## src/rtl/sparc_pkg.sv

```systemverilog
// SPARC V8 opcode constants, legal-op3 tables and the decoded-entry record
// shared by the decode stage and its field extractor.
package sparc_pkg;

    localparam logic [1:0] OP_BRANCH = 2'b00;
    localparam logic [1:0] OP_CALL   = 2'b01;
    localparam logic [1:0] OP_ALU    = 2'b10;
    localparam logic [1:0] OP_MEM    = 2'b11;

    localparam logic [2:0] OP2_BICC  = 3'b010;
    localparam logic [2:0] OP2_SETHI = 3'b100;

    localparam logic [5:0] OP3_ADD   = 6'b000000;
    localparam logic [5:0] OP3_SUB   = 6'b000100;

    // Bit n set means op3 == n is a defined encoding for that op class.
    localparam logic [63:0] LEGAL_OP3_ALU = 64'h3FFF_0FFF_DDFF_DDFF;
    localparam logic [63:0] LEGAL_OP3_MEM = 64'h00FB_00FB_A6FF_A6FF;

    typedef enum logic [1:0] {
        EMPTY = 2'd0,
        ONE   = 2'd1,
        TWO   = 2'd2
    } dec_state_t;

    typedef struct packed {
        logic [1:0]  op;
        logic [2:0]  op2;
        logic [5:0]  op3;
        logic [4:0]  rd;
        logic [4:0]  rs1;
        logic [4:0]  rs2;
        logic        i;
        logic        a;
        logic [3:0]  cond;
        logic [12:0] simm13;
        logic [21:0] imm22;
        logic [29:0] disp30;
        logic [31:0] pc;
        logic        nop;
        logic        illegal;
    } dec_entry_t;

    function automatic logic op3Legal(input logic [1:0] op, input logic [5:0] op3);
        if (op == OP_ALU) begin
            return LEGAL_OP3_ALU[op3];
        end
        return LEGAL_OP3_MEM[op3];
    endfunction

endpackage

```

## src/rtl/decode_fields.sv

```systemverilog
// Combinational SPARC V8 field extraction with nop/illegal classification.
// Illegal-encoding detection exists only when DEC_ILLEGAL_DETECT_EN is defined.
module decode_fields
    import sparc_pkg::*;
(
    input  logic [31:0] i_inst,
    input  logic [31:0] i_pc,
    output dec_entry_t  o_entry
);

    always_comb begin
        o_entry         = '0;
        o_entry.op      = i_inst[31:30];
        o_entry.rd      = i_inst[29:25];
        o_entry.a       = i_inst[29];
        o_entry.cond    = i_inst[28:25];
        o_entry.op2     = i_inst[24:22];
        o_entry.imm22   = i_inst[21:0];
        o_entry.disp30  = i_inst[29:0];
        o_entry.op3     = i_inst[24:19];
        o_entry.rs1     = i_inst[18:14];
        o_entry.i       = i_inst[13];
        o_entry.simm13  = i_inst[12:0];
        o_entry.rs2     = i_inst[4:0];
        o_entry.pc      = i_pc;
        o_entry.nop     = (i_inst[31:30] == OP_BRANCH) && (i_inst[24:22] == OP2_SETHI)
                          && (i_inst[29:25] == 5'd0);
`ifdef DEC_ILLEGAL_DETECT_EN
        // CALL has no sub-opcode, so every op=01 word is legal.
        case (i_inst[31:30])
            OP_BRANCH: o_entry.illegal = !((i_inst[24:22] == OP2_BICC) ||
                                           (i_inst[24:22] == OP2_SETHI));
            OP_CALL:   o_entry.illegal = 1'b0;
            default:   o_entry.illegal = !op3Legal(i_inst[31:30], i_inst[24:19]);
        endcase
`else
        o_entry.illegal = 1'b0;
`endif
    end

endmodule

```

## src/rtl/decode_stage.sv

```systemverilog
// Two-entry (head + skid) SPARC V8 decode buffer with valid/ready handshakes.
// Optional illegal-encoding flag enabled by DEC_ILLEGAL_DETECT_EN.
module decode_stage
    import sparc_pkg::*;
(
    input  logic        clk,
    input  logic        rst_n,
    input  logic [31:0] DEC_inst_in,
    input  logic [31:0] DEC_PC_in,
    input  logic        DEC_valid_in,
    output logic        DEC_ready_out,
    input  logic        DEC_flush_in,
    output logic        DEC_valid_out,
    input  logic        DEC_ready_in,
    output logic [1:0]  DEC_op_out,
    output logic [2:0]  DEC_op2_out,
    output logic [5:0]  DEC_op3_out,
    output logic [4:0]  DEC_rd_out,
    output logic [4:0]  DEC_rs1_out,
    output logic [4:0]  DEC_rs2_out,
    output logic        DEC_i_out,
    output logic        DEC_a_out,
    output logic [3:0]  DEC_cond_out,
    output logic [12:0] DEC_simm13_out,
    output logic [21:0] DEC_imm22_out,
    output logic [29:0] DEC_disp30_out,
    output logic [31:0] DEC_PC_out,
    output logic        DEC_nop_out,
    output logic        DEC_illegal_out
);

    dec_state_t r_state;
    dec_state_t w_nextState;
    logic       r_ready;
    dec_entry_t r_head;
    dec_entry_t r_skid;
    dec_entry_t w_decoded;
    logic       w_load;
    logic       w_retire;

    decode_fields u_decode_fields (
        .i_inst  (DEC_inst_in),
        .i_pc    (DEC_PC_in),
        .o_entry (w_decoded)
    );

    assign w_load   = DEC_valid_in && r_ready;
    assign w_retire = (r_state != EMPTY) && DEC_ready_in;

    always_comb begin
        w_nextState = r_state;
        if (DEC_flush_in) begin
            w_nextState = EMPTY;
        end else begin
            case (r_state)
                EMPTY: if (w_load) w_nextState = ONE;
                ONE: begin
                    if (w_load && !w_retire) begin
                        w_nextState = TWO;
                    end else if (!w_load && w_retire) begin
                        w_nextState = EMPTY;
                    end
                end
                TWO:     if (w_retire) w_nextState = ONE;
                default: w_nextState = EMPTY;
            endcase
        end
    end

    // Ready is registered from the next state so it never combinationally depends on DEC_ready_in.
    always_ff @(posedge clk or negedge rst_n) begin
        if (!rst_n) begin
            r_state <= EMPTY;
            r_ready <= 1'b0;
        end else begin
            r_state <= w_nextState;
            r_ready <= (w_nextState != TWO);
        end
    end

    always_ff @(posedge clk or negedge rst_n) begin
        if (!rst_n) begin
            r_head <= '0;
            r_skid <= '0;
        end else if (!DEC_flush_in) begin
            case (r_state)
                EMPTY: if (w_load) r_head <= w_decoded;
                ONE: begin
                    if (w_load && w_retire) begin
                        r_head <= w_decoded;
                    end else if (w_load) begin
                        r_skid <= w_decoded;
                    end
                end
                TWO:     if (w_retire) r_head <= r_skid;
                default: ;
            endcase
        end
    end

    assign DEC_ready_out   = r_ready;
    assign DEC_valid_out   = (r_state != EMPTY);
    assign DEC_op_out      = r_head.op;
    assign DEC_op2_out     = r_head.op2;
    assign DEC_op3_out     = r_head.op3;
    assign DEC_rd_out      = r_head.rd;
    assign DEC_rs1_out     = r_head.rs1;
    assign DEC_rs2_out     = r_head.rs2;
    assign DEC_i_out       = r_head.i;
    assign DEC_a_out       = r_head.a;
    assign DEC_cond_out    = r_head.cond;
    assign DEC_simm13_out  = r_head.simm13;
    assign DEC_imm22_out   = r_head.imm22;
    assign DEC_disp30_out  = r_head.disp30;
    assign DEC_PC_out      = r_head.pc;
    assign DEC_nop_out     = r_head.nop;
    assign DEC_illegal_out = r_head.illegal;

endmodule
```

## config.mk

```make
export PLATFORM = sky130hd
export DESIGN_NAME = decode_stage
export DESIGN_NICKNAME = d
export VERILOG_FILES = /design/src/rtl/sparc_pkg.sv /design/src/rtl/decode_fields.sv /design/src/rtl/decode_stage.sv
export SDC_FILE = /design/constraint.sdc
export NUM_CORES = 1
export LEC_CHECK = 0
export CAP_MARGIN = 30
export CORE_UTILIZATION = 45
export CTS_BUF_LIST = sky130_fd_sc_hd__clkbuf_8
export DETAILED_ROUTE_END_ITERATION = 10
export PLACE_DENSITY = 0.78
export SYNTH_ARGS = -nofsm -noshare
export SYNTH_HDL_FRONTEND = slang
export SYNTH_SLANG_ARGS = --single-unit
export TNS_END_PERCENT = 20
```

## constraint.sdc

```tcl
create_clock -name clk -period 2.11 [get_ports clk]
set_input_delay 0.422 -clock clk [delete_from_list [all_inputs] [get_ports clk]]
set_output_delay 0.422 -clock clk [all_outputs]
set_load 0.02 [all_outputs]
```

==> impl_metrics.py <==
metrics = {
    "yosys": {
        "synth.avg_cell_area_um2": 11.3,
        "syn_inst": 572,
        "synth_edf_count": 0,
        "yosysSeqAreaShare_pct": 51.6,
        "synthDistinctLibCells": 25,
        "synth-seq-cells": 133,
        "synth-async-reset-ratio_pct": 100,
        "yosysWarnings": 0,
        "synthesis.nets": 641,
        "netlist_area_mm2": 0.00645,
        "ys.flop_type": "dfrtp_1",
    },
    "cts": {
        "cts_tree": "built",
        "post_cts_buffers": 0,
        "numCtsBuffers": 17,
        "path_clk_slew_ns": 0.07,
        "root_buffer": "clkbuf_8",
        "clk_latency_ns": 0.44,
        "clock-sinks": 133,
        "ctsLongestPathBuffers": 2,
        "htreeDepth": 4,
    },
    "setup_path": {
        "required_ns": 1.69,
        "crit_buf_inv": 1,
        "crit_family": "buffers and inverters",
        "startpoint_type": "register",
        "crit_chain": "clkdlybuf4s50_1",
        "reg2reg_from": "r_state[1]",
        "max_stage_delay_ns": 0.64,
        "cp_num_cells": 1,
        "reg2reg_depth": 5,
        "worstPathMaxFanout": 5,
        "arrival_ns": 1.52,
        "endpoint_kind": "primary output",
        "critPathLaunch": "DEC_rs2_out[2]",
        "path_class": "register to primary output",
        "slowest_stage": "clkdlybuf4s50_1",
    },
    "grt": {
        "grt-ovfl-total": 0,
        "grt_pass1_wl_um": 22800,
        "track_usage_pct": 20.1,
        "antenna_found_initial": 0,
        "first_global_vias": 4598,
        "grt_start_max_net_pins": 68,
    },
    "detailed_routing": {
        "avgRoutedWirePerCell_um": 15.3,
        "drc": 0,
        "dr.pass1.iters": 4,
        "vias": 4404,
        "drt_wl_total_um": 13800,
        "drt_iter0_markers": 188,
        "route.antenna.remaining_nets": 0,
        "routed_via_density": 4.88,
    },
    "placement": {
        "pre_cts_slack_ns": -0.0875,
        "place.gp.congestion": 0.766,
        "dpl.cell_count": 869,
        "port_buffers": 200,
        "hpwl_um": 9390,
    },
    "timing": {
        "fmax_mhz": 514,
        "fin_setup_tns_ns": 0,
        "rsz0062_at_grt": "no",
        "finalMaxSlewViolations": 0,
        "finalSetupViolCount": 0,
        "min_period_over_period_pct": 92.2,
        "layout_setup_ws_ns": 0.164,
        "finalHoldViolCount": 0,
        "hold_slack_ns": 0.435,
        "fin_skew_ns": 0.00842,
        "layout_min_cycle_time_ns": 1.95,
    },
    "die": {
        "die_area_mm2": 0.0148,
        "num_rows": 43,
        "dieHeight_um": 122,
        "ios": 202,
        "dieWidth_um": 122,
        "core_area_mm2": 0.0139,
        "initial_core_util_pct": 46.3,
    },
    "run": {
        "maxCapViolCount": 0,
    },
    "finish": {
        "drive_above_1_share_pct": 24.2,
        "fill_cells": 1065,
        "diodes": 0,
        "area_growth_pct": 34.9,
        "finalNonFillerCells": 902,
        "nNetsFinal": 778,
    },
    "outcome": {
        "status": "complete, no violations",
    },
    "power": {
        "peakVddDrop_mv": 0.525,
        "power.density_mw_per_mm2": 1050,
        "p_leak_uw": 0.00404,
    },
    "worst_hold_path": {
        "hp-class": "primary input to async pin",
    },
}
-- cell usage after synthesis, types with 2 or more instances --
cell type / instances / share of area (%)
buf_1: 5 / 0.29
buf_2: 6 / 0.47
buf_4: 71 / 8.3
buf_6: 5 / 0.87
clkbuf_1: 8 / 0.47
dfrtp_1: 133 / 52
mux2_1: 4 / 0.70
mux2_2: 87 / 15
mux2_4: 38 / 8.8
nand2_1: 196 / 11
nand2b_1: 2 / 0.19
nor2_1: 2 / 0.12
nor4_1: 2 / 0.19
o21ai_0: 2 / 0.16
-- layout make-up --
cell class	instances	area [µm²]	area share [%]
inverters	1	3.75	0.0431
repair buffers	213	2190	25.2
well taps	180	225	2.59
multi-input cells	343	2470	28.4
clock buffers	19	262	3.00
clock inverters	13	228	2.62
flip-flops and latches	133	3330	38.2
-- sequential cells by signal, indices dropped and copies added (netlist names) --
register and flops:
DEC_simm13_out 8, DEC_op_out 2, DEC_nop_out 1, DEC_op3_out 3, DEC_imm22_out 3, DEC_disp30_out 1, DEC_rs2_out 4, r_state 2
DEC_rd_out 5, DEC_op2_out 2, DEC_PC_out 32, DEC_ready_out 1, DEC_rs1_out 4, r_skid 65
-- path summary, 6_finish.rpt --
path | slack, ns | to
worst max-delay path | 0.16 | DEC_rs2_out[2]
worst min-delay path | 0.44 | DEC_simm13_out[5]
worst max register to register | 0.36 | DEC_rd_out[3]
worst min register to register | 0.49 | DEC_PC_out[31]
max in group asynchronous | 1.08 | r_skid[6]
min in group clk | 0.49 | DEC_PC_out[31]
-- placed cells by master, fill, tap and decap left out --
| cell | n |
|---|---|
| a211o_1 | 1 |
| a22oi_1 | 1 |
| a2bb2oi_1 | 1 |
| and3b_1 | 1 |
| buf_12 | 7 |
| buf_4 | 5 |
| buf_6 | 1 |
| bufinv_16 | 6 |
| clkbuf_8 | 19 |
| clkdlybuf4s50_1 | 198 |
| clkinv_2 | 2 |
| clkinvlp_4 | 5 |
| conb_1 | 1 |
| dfrtp_1 | 133 |
| dlygate4sd2_1 | 1 |
| dlygate4sd3_1 | 1 |
| inv_1 | 1 |
| mux2_1 | 4 |
| mux2_2 | 87 |
| mux2_4 | 38 |
| nand2_1 | 196 |
| nand2b_1 | 1 |
| nand2b_2 | 1 |
| nand4b_1 | 1 |
| nor2_1 | 1 |
| nor2_4 | 1 |
| nor2b_4 | 1 |
| nor4_1 | 2 |
| o21ai_0 | 2 |
| or2_2 | 1 |
| or4_4 | 1 |
| xnor2_1 | 1 |
-- layer usage --
layer	wire, µm	up-vias	track usage [%]
met3	625	21	4.68
met5	0	-	0
met2	6930	139	33.5
li1	-	2070	-
met4	253	0	7.56
met1	6000	2174	25.2
-- cells by family after synthesis --
| kind of cell | Yosys count | share of synthesized area [%] |
|---|---|---|
| AO/OA/AOI/OAI | 5 | 0.543 |
| flip-flops | 133 | 51.6 |
| AND/OR/NAND/NOR | 207 | 12.5 |
| XOR/XNOR | 1 | 0.136 |
| multiplexers | 129 | 24.7 |
| other | 1 | 0.0581 |
| buffers and inverters | 96 | 10.4 |
-- worst register-to-register path: stages, from the launching register on --
cell and delay [ns]:
dfrtp_1 0.45, and3b_1 0.27, a22oi_1 0.11, nor2_4 0.16
buf_12 0.24, mux2_2 0.40
-- what timing repair did --
action / 4_1_cts / 5_1_grt
setup endpoints to repair: 1 / 0
endpoints found under the hold margin: 28 / 0
resized for setup: 1 / 0
hold buffers: 1 / 0
-- where the power goes --
part / total, µW / switching, µW / internal, µW
Combinational: 2970 / 1280 / 1690
Sequential: 3640 / 438 / 3200
Clock: 2580 / 994 / 1580
-- stage by stage --
step / instance area, µm² / utilization, % / power, µW
6_report: 8710 / 62.5 / 9180
5_1_grt: 8710 / 62.5 / 9630
4_1_cts: 8710 / 62.5 / 9280
3_5_place_dp: 8210 / 58.9 / 6660
3_3_place_gp: 8210 / 58.9 / 6560
2_1_floorplan: 6450 / - / 5510
No activity file was read; power rests on OpenSTA's default activity.
==> edit 1: new RTL, config.mk and constraints unchanged <==
The option `DEC_ILLEGAL_DETECT_EN` is turned on by a define.
--- a/src/rtl/decode_fields.sv
+++ b/src/rtl/decode_fields.sv
@@ -1,5 +1,7 @@
 // Combinational SPARC V8 field extraction with nop/illegal classification.
 // Illegal-encoding detection exists only when DEC_ILLEGAL_DETECT_EN is defined.
+`define DEC_ILLEGAL_DETECT_EN
+
 module decode_fields
     import sparc_pkg::*;
 (
Check against the original RTL: not equivalent (a bounded check fails within 4 cycles, from zero or initial values and one cycle with rst_n low).
==> edit 1 against the original RTL <==
- sequential cell count up 2
- clock power down 16%
- largest power group unchanged
- first-iteration DRC count up 18%
- synthesized cell count up 4.5%
- routed wire length up 11%
- design area up 4.8%
- utilization down 0.64 points
- count of clock-buffer cells in the layout unchanged
- critical endpoint is now DEC_valid_out
- total power down 0.88%
- non-clock buffer count up 14
- area after synthesis up 7.2%
- register-to-register slack worse by 20 ps
- sequential share of layout area down 1.2 points
- worst setup slack worse by 10 ps
==> edit 1: results (changes against the original RTL) <==
R2R Setup Slk=340 ps (-20 ps); commonest cells in the netlist=196 x nand2_1, 135 x dfrtp_1, 99 x mux2_4; DRC Markers=0 (unchanged); Seq/Total Area, Yosys=48.9% (-2.7 points); detailed-placement wirelength estimate=10800 µm (+15%); Worst Max-Slew Pin Slew=roughly 560 ps; Worst Hold End=r_skid[120]; reg2reg end=DEC_PC_out[14]; first-pass GRT wire length=25300 µm (+11%); CTS H-Tree Depth=4 (unchanged); Yosys Warn Count=0 (unchanged); critical path arrival=1530 ps; Synth cell types=34 (+36%); Starting DRT DRC Count=222 (+18%); switching power=0.00277 W (+2.3%); total setup buffers inserted after CTS=0 (unchanged); Placed Area=8720 µm² (+6.2%); vias in the first global route=4903 (+6.6%); Post-synth ARST share=100% (unchanged); Layout Nets=820 (+5.4%); adder-cell share of the synthesized area=0.362% (+0.36 points); IO Port Bufs=201 (+0.50%); Syn Nets=669 (+4.4%); initial antenna violation count=0 (unchanged); layout cells sized above 1=24.6% (+0.37 points); GPL Wtd Cong=0.773 (+0.95%); CTS Buffer Depth=2 (unchanged); RR Startpoint=r_state[1]; Largest Register=r_skid; Min-Delay Path Depth=2; WL final=15400 µm (+11%); clock root buffer=clkbuf_8; Hold Crit Class=reg2reg; Compound-Gate Fraction of Synth Area=1.66% (+1.1 points); Clock Skews=10.6 ps (+2.19 ps); max incr delay on CP=470 ps (-170 ps); maximum VDD drop=0.000595 V (+13%); worst-path maximum fanout=5 (unchanged); DR vias=4691 (+6.5%); largest net degree at the start of global routing=56 (-18%); # fillers=1123 (+5.4%); top cell type's share of synthesized area=48.9% (-2.7 points); Clk Latency, worst-skew pair=440 ps (about the same); slowest CP cell=dfrtp_1; top cells by area, synth=dfrtp_1 49%, mux2_4 21%, nand2_1 11%; First-pass DRT Iterations=4 (unchanged); final std cells w/o fill=944 (+4.7%); max reg flops=66 (+1.5%); mux share of post-synthesis cell area=26.1% (+1.3 points); placed cells=913 (+5.1%); post-synthesis cell count=598 (+4.5%); outcome=finished, final reports clean; Post-Synth XOR/XNOR Area=0.253% (+0.12 points); Leak=4.41 nW (+9.0%); critical path's top delay family=flip-flops; Tot GR Track Use=20.4% (+0.33 points)
==> edit 1: cell count changes after synthesis, sizes merged, moves of 2 or more <==
| cell | change |
|---|---|
| buf | -3 |
| nand2b | +2 |
| inv | +3 |
| dfrtp | +2 |
| ha | +2 |
| mux2 | -2 |
| clkbuf | +3 |
| o21ai | +7 |
| nor2 | +2 |
==> edit 1: kinds of logic (layout without fill, tap and decap cells) <==
kind of cell             after synthesis  after routing
adder cells (fa/ha/maj)                2              2
AO/OA/AOI/OAI                         17             17
multiplexers                         127            127
AND/OR/NAND/NOR                      216            216
XOR/XNOR                               2              2
buffers and inverters                 99            261
flip-flops                           135            135
==> edit 1: cell type report <==
class / instances / area, µm² / share of cell area, %
sequential: 135 / 3380 / 37.0
multi-input combinational: 364 / 2850 / 31.2
timing repair buffer: 227 / 2260 / 24.8
clock buffer: 19 / 262 / 2.87
tap: 184 / 230 / 2.52
clock inverter: 11 / 134 / 1.47
inverter: 4 / 15.0 / 0.165
==> edit 1: through the flow <==
stage | setup WS [ps] | hold slack, ps
final | 153 | 485
after global routing | 66.5 | 509
after detailed placement | -278 | 421
after CTS | 106 | 491
after floorplan | 355 | 126
after global placement | -175 | 413
==> edit 1: worst reg2reg max path, stage by stage, from the launching register on <==
cell and delay, ps:
dfrtp_1 450, and3b_1 280, a22oi_2 90, nor2_4 160
buf_4 290, mux2_2 390
==> edit 1: how the worst max path moves through the flow <==
| stage | startpoint | to | cells after the start |
|---|---|---|---|
| after floorplan | DEC_ready_out | r_skid[105] | 5 |
| after global placement | DEC_inst_in[19] | r_skid[0] | 8 |
| after detailed placement | DEC_inst_in[19] | r_skid[0] | 8 |
| after CTS | r_state[0] | DEC_valid_out | 2 |
| after global routing | r_state[0] | DEC_valid_out | 2 |
| final | r_state[0] | DEC_valid_out | 2 |
==> edit 1: power by group through the flow <==
stage,clock [W],combinational (W),sequential [W]
after floorplan,0,0.00182,0.00397
after detailed placement,0,0.00324,0.00374
after global placement,0,0.00318,0.00369
final,0.00217,0.00322,0.00371
after global routing,0.00233,0.00340,0.00379
after CTS,0.00224,0.00325,0.00370
==> edit 1: per-layer routing <==
metal / part of all wire, % / track usage (%)
met2: 50 / 35.4
met1: 43 / 24.1
met5: 0 / 0
met3: 5.2 / 5.52
met4: 2.0 / 7.80
==> edit 1: timing repair <==
action,CTS,global route
hold buffers,1,0
setup endpoints to repair,1,0
hold endpoints to repair,52,0
gates resized for setup,1,0
==> edit 2: new RTL, same settings <==
Without the edit above. The 3 states of `dec_state_t` get a one-hot encoding in 3 bits.
--- a/src/rtl/sparc_pkg.sv
+++ b/src/rtl/sparc_pkg.sv
@@ -17,10 +17,10 @@
     localparam logic [63:0] LEGAL_OP3_ALU = 64'h3FFF_0FFF_DDFF_DDFF;
     localparam logic [63:0] LEGAL_OP3_MEM = 64'h00FB_00FB_A6FF_A6FF;
 
-    typedef enum logic [1:0] {
-        EMPTY = 2'd0,
-        ONE   = 2'd1,
-        TWO   = 2'd2
+    typedef enum logic [2:0] {
+        EMPTY = 3'b001,
+        ONE   = 3'b010,
+        TWO   = 3'b100
     } dec_state_t;
 
     typedef struct packed {
Check against the original RTL: no difference found for any inputs over 4 cycles, from zero or initial values and one cycle with rst_n low; so few cycles prove little.
==> edit 2 against the original RTL <==
- sequential power down 9.9%
- critical path type unchanged
- critical endpoint is now DEC_valid_out
- worst setup slack got worse by 76 ps
- combinational power is 12% lower
- area after synthesis shrank 1.5%
- total power shrank 9.1%
- routed wire length decreased by 3.2%
- largest cell class unchanged
- design area rose by 0.55%
- count of clock-buffer cells in the layout decreased by 2
- sequential cell count is 1 higher
==> edit 2: results (changes against the original RTL) <==
outcome=finished, final reports clean; Synth cell types=29 (+16%); Layout Nets=671 (-14%); reg2reg end=DEC_PC_out[4]; Post-synth ARST share=100% (unchanged); GPL Wtd Cong=0.741 (-3.3%); largest net degree at the start of global routing=50 (-26%); # fillers=1024 (-3.8%); DR vias/cell=5.03 (+2.9%); WL final=13400 µm (-3.2%); R2R Setup Slk=130 ps (-230 ps); commonest cells in the netlist=165 x mux2_2, 133 x dfrtp_1, 68 x buf_4; met2 wire length=6530 µm (-5.7%); Met3 Wirelength=1040 µm (+66%); setup slack after placement=-178 ps (-90.5 ps); Leak=3.81 nW (-5.8%); top cells by area, synth=dfrtp_1 52%, mux2_2 29%, buf_4 8.0%; wl on met1=5560 µm (-7.3%); detailed-placement wirelength estimate=9430 µm (+0.43%); Final Hold Fails=0 (unchanged); CTS clk-pin slew, worst paths=70 ps (about the same); vias in the first global route=4149 (-9.8%); critical path arrival=1600 ps (+80 ps); Clock Skews=13.0 ps (+4.55 ps); first-pass GRT wire length=21300 µm (-6.7%); Syn Nets=512 (-20%); R2R cell count=5 (unchanged); Starting DRT DRC Count=108 (-43%); worst-path maximum fanout=4 (-1); maximum VDD drop=0.000714 V (+36%); Seq/Total Area, Yosys=52.8% (+1.2 points); Tot GR Track Use=19.4% (-0.62 points); layout cells sized above 1=37.4% (+13 points)
-- edit 2: routing by layer --
layer / global-route usage, % / vias up
li1: - / 1812
met1: 22.9 / 2010
met2: 32.2 / 156
met3: 6.95 / 18
met4: 7.87 / 0
met5: 0 / -
-- edit 2: how the worst max path moves through the flow --
stage | startpoint | end | slack [ps]
2_1_floorplan | r_state[1] | DEC_PC_out[11] | 270
3_3_place_gp | DEC_valid_in | DEC_PC_out[8] | -130
3_5_place_dp | DEC_valid_in | DEC_PC_out[18] | -180
4_1_cts | r_state[0] | DEC_valid_out | 40
5_1_grt | r_state[0] | DEC_valid_out | 5
6_report | r_state[0] | DEC_valid_out | 90
-- edit 2: logic make-up (layout without fill, tap and decap cells) --
family,count (synthesis),after routing,synth area share [%]
other,1,1,0.0590
AO/OA/AOI/OAI,9,9,1.08
buffers and inverters,88,260,10.0
flip-flops,134,134,52.8
XOR/XNOR,1,1,0.138
AND/OR/NAND/NOR,16,16,1.59
multiplexers,194,194,34.3
-- edit 2: where the power goes --
part	switching, W	internal, W
combinational	0.00120	0.00142
clock	0.00103	0.00141
sequential	0.000301	0.00298
-- edit 2: through the flow --
step / hold slack [ps] / cells / area, µm²
3_3_place_gp: 363 / 762 / 8280
6_report: 456 / 795 / 8750
5_1_grt: 477 / 795 / 8750
2_1_floorplan: 126 / 443 / 6360
4_1_cts: 453 / 795 / 8750
3_5_place_dp: 367 / 762 / 8280
-- edit 2: final cells by class --
type	instances	share of cell area, %
clock buffer	17	2.67
clock inverter	15	2.56
inverter	1	0.0429
multi-input combinational	221	27.5
sequential	134	38.3
tap	180	2.57
timing repair buffer	227	26.4
-- edit 2: worst max-delay path, cell delays in order (launching register included) --
cell and delay (ps):
dfstp_2 600, nor2b_4 190, nand2b_1 60, dlygate4sd2_1 310
-- edit 2: timing repair --
item                       CTS  global route
gates resized for setup      2             2
setup endpoints to repair    1            43
hold endpoints to repair    39             0
setup buffers                0             0
hold buffers                 1             0
